## src/rtl/svm_axil_regs.sv

```systemverilog
// rtl/svm_axil_regs.sv - AXI4-Lite register file for the SVM classifier host boundary
// Drives START/IRQ_EN, mirrors ready/cl_num/state and keeps a sticky DONE with a level interrupt.
module svm_axil_regs #(
   parameter int C_S_AXI_DATA_WIDTH = 32,
   parameter int C_S_AXI_ADDR_WIDTH = 5
) (
   input  logic                            clk,
   input  logic                            reset,
   input  logic [C_S_AXI_ADDR_WIDTH-1:0]   s_axi_awaddr,
   input  logic                            s_axi_awvalid,
   output logic                            s_axi_awready,
   input  logic [C_S_AXI_DATA_WIDTH-1:0]   s_axi_wdata,
   input  logic [C_S_AXI_DATA_WIDTH/8-1:0] s_axi_wstrb,
   input  logic                            s_axi_wvalid,
   output logic                            s_axi_wready,
   output logic [1:0]                      s_axi_bresp,
   output logic                            s_axi_bvalid,
   input  logic                            s_axi_bready,
   input  logic [C_S_AXI_ADDR_WIDTH-1:0]   s_axi_araddr,
   input  logic                            s_axi_arvalid,
   output logic                            s_axi_arready,
   output logic [C_S_AXI_DATA_WIDTH-1:0]   s_axi_rdata,
   output logic [1:0]                      s_axi_rresp,
   output logic                            s_axi_rvalid,
   input  logic                            s_axi_rready,
   output logic                            start_axi_o,
   input  logic                            ready_axi_i,
   input  logic [3:0]                      cl_num_axi_i,
   input  logic [3:0]                      state_axi_i,
   output logic                            irq_o
);

   localparam logic [1:0] RESP_OKAY   = 2'b00;
   localparam logic [1:0] RESP_SLVERR = 2'b10;

   typedef enum logic {W_IDLE, W_RESP} wstate_t;
   typedef enum logic {R_IDLE, R_DATA} rstate_t;

   wstate_t r_wstate, w_wstate_nxt;
   rstate_t r_rstate, w_rstate_nxt;

   logic                          r_start;
   logic                          r_irq_en;
   logic                          r_done;
   logic                          r_ready_d;
   logic [1:0]                    r_bresp;
   logic [1:0]                    r_rresp;
   logic [C_S_AXI_DATA_WIDTH-1:0] r_rdata;

   logic                          w_wr_fire;
   logic                          w_rd_fire;
   logic [2:0]                    w_wr_idx;
   logic [2:0]                    w_rd_idx;
   logic                          w_ready_rise;
   logic                          w_done_clr;
   logic [C_S_AXI_DATA_WIDTH-1:0] w_rdata;
   logic                          w_unused;

   assign w_wr_idx     = s_axi_awaddr[4:2];
   assign w_rd_idx     = s_axi_araddr[4:2];
   assign w_ready_rise = ready_axi_i & ~r_ready_d;
   assign w_done_clr   = w_wr_fire & s_axi_wstrb[0] & (w_wr_idx == 3'd1) & s_axi_wdata[1];
   assign w_unused     = ^{s_axi_awaddr[1:0], s_axi_araddr[1:0],
                           s_axi_wdata[C_S_AXI_DATA_WIDTH-1:2],
                           s_axi_wstrb[C_S_AXI_DATA_WIDTH/8-1:1]};

   // Write channel: address and data must arrive together before either is accepted.
   always_comb begin
      w_wstate_nxt  = r_wstate;
      s_axi_awready = 1'b0;
      s_axi_wready  = 1'b0;
      s_axi_bvalid  = 1'b0;
      w_wr_fire     = 1'b0;
      case (r_wstate)
         W_IDLE: begin
            if (s_axi_awvalid && s_axi_wvalid) begin
               s_axi_awready = 1'b1;
               s_axi_wready  = 1'b1;
               w_wr_fire     = 1'b1;
               w_wstate_nxt  = W_RESP;
            end
         end
         W_RESP: begin
            s_axi_bvalid = 1'b1;
            if (s_axi_bready) w_wstate_nxt = W_IDLE;
         end
         default: w_wstate_nxt = W_IDLE;
      endcase
   end

   always_comb begin
      w_rstate_nxt  = r_rstate;
      s_axi_arready = 1'b0;
      s_axi_rvalid  = 1'b0;
      w_rd_fire     = 1'b0;
      case (r_rstate)
         R_IDLE: begin
            if (s_axi_arvalid) begin
               s_axi_arready = 1'b1;
               w_rd_fire     = 1'b1;
               w_rstate_nxt  = R_DATA;
            end
         end
         R_DATA: begin
            s_axi_rvalid = 1'b1;
            if (s_axi_rready) w_rstate_nxt = R_IDLE;
         end
         default: w_rstate_nxt = R_IDLE;
      endcase
   end

   always_comb begin
      w_rdata = '0;
      case (w_rd_idx)
         3'd0:    w_rdata[1:0] = {r_irq_en, r_start};
         3'd1:    w_rdata[1:0] = {r_done, ready_axi_i};
         3'd2:    w_rdata[3:0] = cl_num_axi_i;
         3'd3:    w_rdata[3:0] = state_axi_i;
         default: w_rdata = '0;
      endcase
   end

   always_ff @(posedge clk or negedge reset) begin
      if (!reset) begin
         r_wstate  <= W_IDLE;
         r_rstate  <= R_IDLE;
         r_start   <= 1'b0;
         r_irq_en  <= 1'b0;
         r_done    <= 1'b0;
         r_ready_d <= 1'b0;
         r_bresp   <= RESP_OKAY;
         r_rresp   <= RESP_OKAY;
         r_rdata   <= '0;
      end else begin
         r_wstate  <= w_wstate_nxt;
         r_rstate  <= w_rstate_nxt;
         r_ready_d <= ready_axi_i;
         if (w_wr_fire) begin
            r_bresp <= w_wr_idx[2] ? RESP_SLVERR : RESP_OKAY;
            if (s_axi_wstrb[0] && (w_wr_idx == 3'd0)) begin
               r_start  <= s_axi_wdata[0];
               r_irq_en <= s_axi_wdata[1];
            end
         end
         // A fresh completion must never be lost to a concurrent acknowledge.
         if (w_ready_rise)    r_done <= 1'b1;
         else if (w_done_clr) r_done <= 1'b0;
         if (w_rd_fire) begin
            r_rdata <= w_rdata;
            r_rresp <= w_rd_idx[2] ? RESP_SLVERR : RESP_OKAY;
         end
      end
   end

   assign s_axi_bresp = r_bresp;
   assign s_axi_rresp = r_rresp;
   assign s_axi_rdata = r_rdata;
   assign start_axi_o = r_start;
   assign irq_o       = r_done & r_irq_en;

endmodule

```

## config.mk

```make
export PLATFORM = sky130hd
export DESIGN_NAME = svm_axil_regs
export DESIGN_NICKNAME = d
export VERILOG_FILES = /design/src/rtl/svm_axil_regs.sv
export SDC_FILE = /design/constraint.sdc
export NUM_CORES = 1
export LEC_CHECK = 0
export ABC_AREA = 1
export BUFFER_PORTS_ARGS = -buffer_cell sky130_fd_sc_hd__buf_2
export CAP_MARGIN = 5
export CORE_UTILIZATION = 32
export CTS_CLUSTER_DIAMETER = 30
export DETAILED_ROUTE_END_ITERATION = 10
export PLACE_DENSITY = 0.89
export SLEW_MARGIN = 25
export SYNTH_ARGS = -nofsm -noshare
export SYNTH_HDL_FRONTEND = slang
export SYNTH_SLANG_ARGS = --single-unit
```

## constraint.sdc

```tcl
create_clock -name clk -period 1.3 [get_ports clk]
set_clock_uncertainty 0.2 [all_clocks]
set_input_delay 0.26 -clock clk [delete_from_list [all_inputs] [get_ports clk]]
set_output_delay 0.26 -clock clk [all_outputs]
set_load 0.005 [all_outputs]
```

==> impl_metrics.env <==
export IMPL_fillers=267
export IMPL_finalCriticalPeriod_ns=1.444
export IMPL_setup_viol=7
export IMPL_grt_pass1_vias=587
export IMPL_final_period_utilization_pct=111.0
export IMPL_crit_arrival_ns=0.98
export IMPL_die_h_um=52.80
export IMPL_start_kind="flip-flop"
export IMPL_crit_path_top_delay_cell="dfrtp_1"
export IMPL_nNetsFinal=216
export IMPL_powerDensity_nw_per_um2=972.7
export IMPL_globalplace_congestion=0.7125
export IMPL_first_pass_iters=4
export IMPL_p_leak_uw=0.0006296
export IMPL_buffer_ports_inserted=37
export IMPL_rows=18
export IMPL_yosysSeqAreaShare_pct=36.36
export IMPL_layout_commonest_cell="buf_2"
export IMPL_area_growth_pct=33.79
export IMPL_synth_area_um2=825.8
export IMPL_drt_wirelength_per_cell_um=9.792
export IMPL_ys_ff_latch=12
export IMPL_drv_cap=0
export IMPL_ys_warn_count=0
export IMPL_post_route_util_pct=45.01
export IMPL_violations="negative setup slack"
export IMPL_clkTransAtPathRegs_ns=0.08
export IMPL_grt_overflow_total=0
export IMPL_core_area_um2=2455
export IMPL_cts_buffer_depth=2
export IMPL_post_place_ws_ns=0.04310
export IMPL_ant_nets=0
export IMPL_io_pins=105
export IMPL_fin_ws_ns=-0.1436
export IMPL_dp_hpwl_mm=1.319
export IMPL_cp_max_fo=3
export IMPL_rsz0062_at_grt="true"
export IMPL_finalHoldViolations=0
export IMPL_hold_path_class="primary input to flip-flop"
export IMPL_outcome="finished, violations left"
export IMPL_n_antenna_cell=0
export IMPL_cts_num_sinks=12
export IMPL_track_usage_pct=12.33
export IMPL_fmax_mhz=692.7
export IMPL_grt_max_degree=13
export IMPL_slowest_delay_ns=0.39
export IMPL_vias=762
export IMPL_endpoint_kind="primary output"
export IMPL_critPathKind="flip-flop to primary output"
export IMPL_start_util_pct=33.64
export IMPL_cpLargestDelayFamily="flip-flops"
export IMPL_drc=0
export IMPL_root_buffer="clkbuf_4"
export IMPL_drt_iter0_drc=6
export IMPL_viasPerCell=4.164
export IMPL_htree_levels=1
export IMPL_cts_buffers=3
export IMPL_clock_latency_ns=0.27
export IMPL_synth_avg_cell_area_um2=8.017
export IMPL_antenna_found_initial=0
export IMPL_final_layout_size_suffix_gt1_share_pct=39.87
export IMPL_wirelength_mm=1.792
export IMPL_die_w_um=52.80
export IMPL_layout_common_cells="buf_2 (33), conb_1 (30), nand2_1 (15)"
export IMPL_die_area_um2=2788
export IMPL_grt_pass1_wl_mm=2.442
export IMPL_slew_violations=0
export IMPL_required_ns=0.84
export IMPL_timing_critical_path_buf_inv=3
export IMPL_peakVddDrop_uv=527.1
export IMPL_ys_types=17
export IMPL_path_cells="inv_2, nand3_4, inv_4, buf_6"
export IMPL_synth_cells=103
export IMPL_cts_tree="yes"
## stage by stage
| stage | instances | setup TNS [ns] | power [µW] | area, µm² | hold WS (ns) |
|---|---|---|---|---|---|
| floorplan | 132 | 0 | 652.6 | 934.6 | -0.2356 |
| global placement | 168 | 0 | 707.4 | 920.9 | -0.05221 |
| finish | 183 | -0.6032 | 1075 | 1105 | 0.01408 |
| detailed placement | 168 | 0 | 716.7 | 920.9 | -0.04980 |
| CTS | 179 | -0.4707 | 1051 | 1033 | 0.01308 |
| global route | 183 | -1.146 | 1154 | 1105 | 0.01270 |
## tightest hold or removal path, stage by stage
cell and delay, ns:
buf_2 0.10, inv_1 0.04, o21ai_1 0.06
## layer usage
layer,global-route usage (%),vias to the layer above,share of wire (%)
met3,2.029,2,5.7
met5,0,-,0
met4,7.895,0,1.1
met1,13.24,346,40
met2,21.94,35,53
li1,-,379,-
## final cells by class
class | instances | area (µm²) | share of cell area [%]
Timing Repair Buffer | 49 | 310.3 | 28.09
Sequential cell | 12 | 300.3 | 27.18
Multi-Input combinational cell | 78 | 380.4 | 34.43
Clock buffer | 4 | 36.28 | 3.284
Tap cell | 30 | 37.54 | 3.398
Inverter | 10 | 40.04 | 3.624
## where the power goes
part	total (µW)	internal, µW	leakage, µW	switching [µW]
logic	318	156	0.000462	162
registers	460	430	0.000146	29.8
clock network	296	170	0.0000210	126
total	1070	757	0.000630	318
## synth_stat cells
| master | n | area, µm² |
|---|---|---|
| buf_4 | 31 | 232.7 |
| nand2_1 | 17 | 63.81 |
| dfrtp_1 | 12 | 300.3 |
| nand4_1 | 8 | 50.05 |
| inv_1 | 6 | 22.52 |
| nand3_1 | 6 | 30.03 |
| o21ai_0 | 6 | 30.03 |
| inv_2 | 3 | 11.26 |
| nor2_1 | 3 | 11.26 |
| o21ai_1 | 3 | 15.01 |
| a31oi_1 | 2 | 12.51 |
| buf_6 | 1 | 11.26 |
| clkinv_2 | 1 | 5.000 |
| conb_1 | 1 | 3.750 |
| nand3_2 | 1 | 10.01 |
| nor2_4 | 1 | 11.26 |
| nor3_1 | 1 | 5.000 |
## timing repair
item / CTS / global route
buffers inserted: 3 / 5
pin swaps: 0 / 3
hold buffers: 4 / 0
endpoints found under the setup margin: 4 / 8
resized for setup: 7 / 9
endpoints found under the hold margin: 15 / 0
## flip-flops by register name, indices dropped and copies added, names as in the netlist
name and count:
s_axi_rdata 4, r_done 1, r_ready_d 1, r_wstate 1, r_irq_en 1, start_axi_o 1, s_axi_rresp 1, r_rstate 1
s_axi_bresp 1
## final timing paths
| path | cells after the start | endpoint | slack [ns] | from |
|---|---|---|---|---|
| worst max-delay path | 4 | s_axi_wready | -0.14 | r_wstate$_DFF_PN0_ |
| min in group asynchronous | 2 | s_axi_rdata[0]$_DFFE_PN0P_ | 0.21 | reset |
| worst max register to register | 8 | r_done$_DFFE_PN0P_ | -0.08 | r_wstate$_DFF_PN0_ |
| max in group asynchronous | 2 | r_ready_d$_DFF_PN0_ | 0.48 | reset |
| worst min register to register | 1 | r_done$_DFFE_PN0P_ | 0.22 | r_ready_d$_DFF_PN0_ |
| worst min-delay path | 3 | start_axi_o$_DFFE_PN0P_ | 0.01 | s_axi_wdata[0] |
## kinds of logic after synthesis
family	synth area share [%]
AND/OR/NAND/NOR	21.97
flip-flops	36.36
AO/OA/AOI/OAI	6.969
other	0.4541
buffers and inverters	34.24
Power figures use the tool's default switching activity.
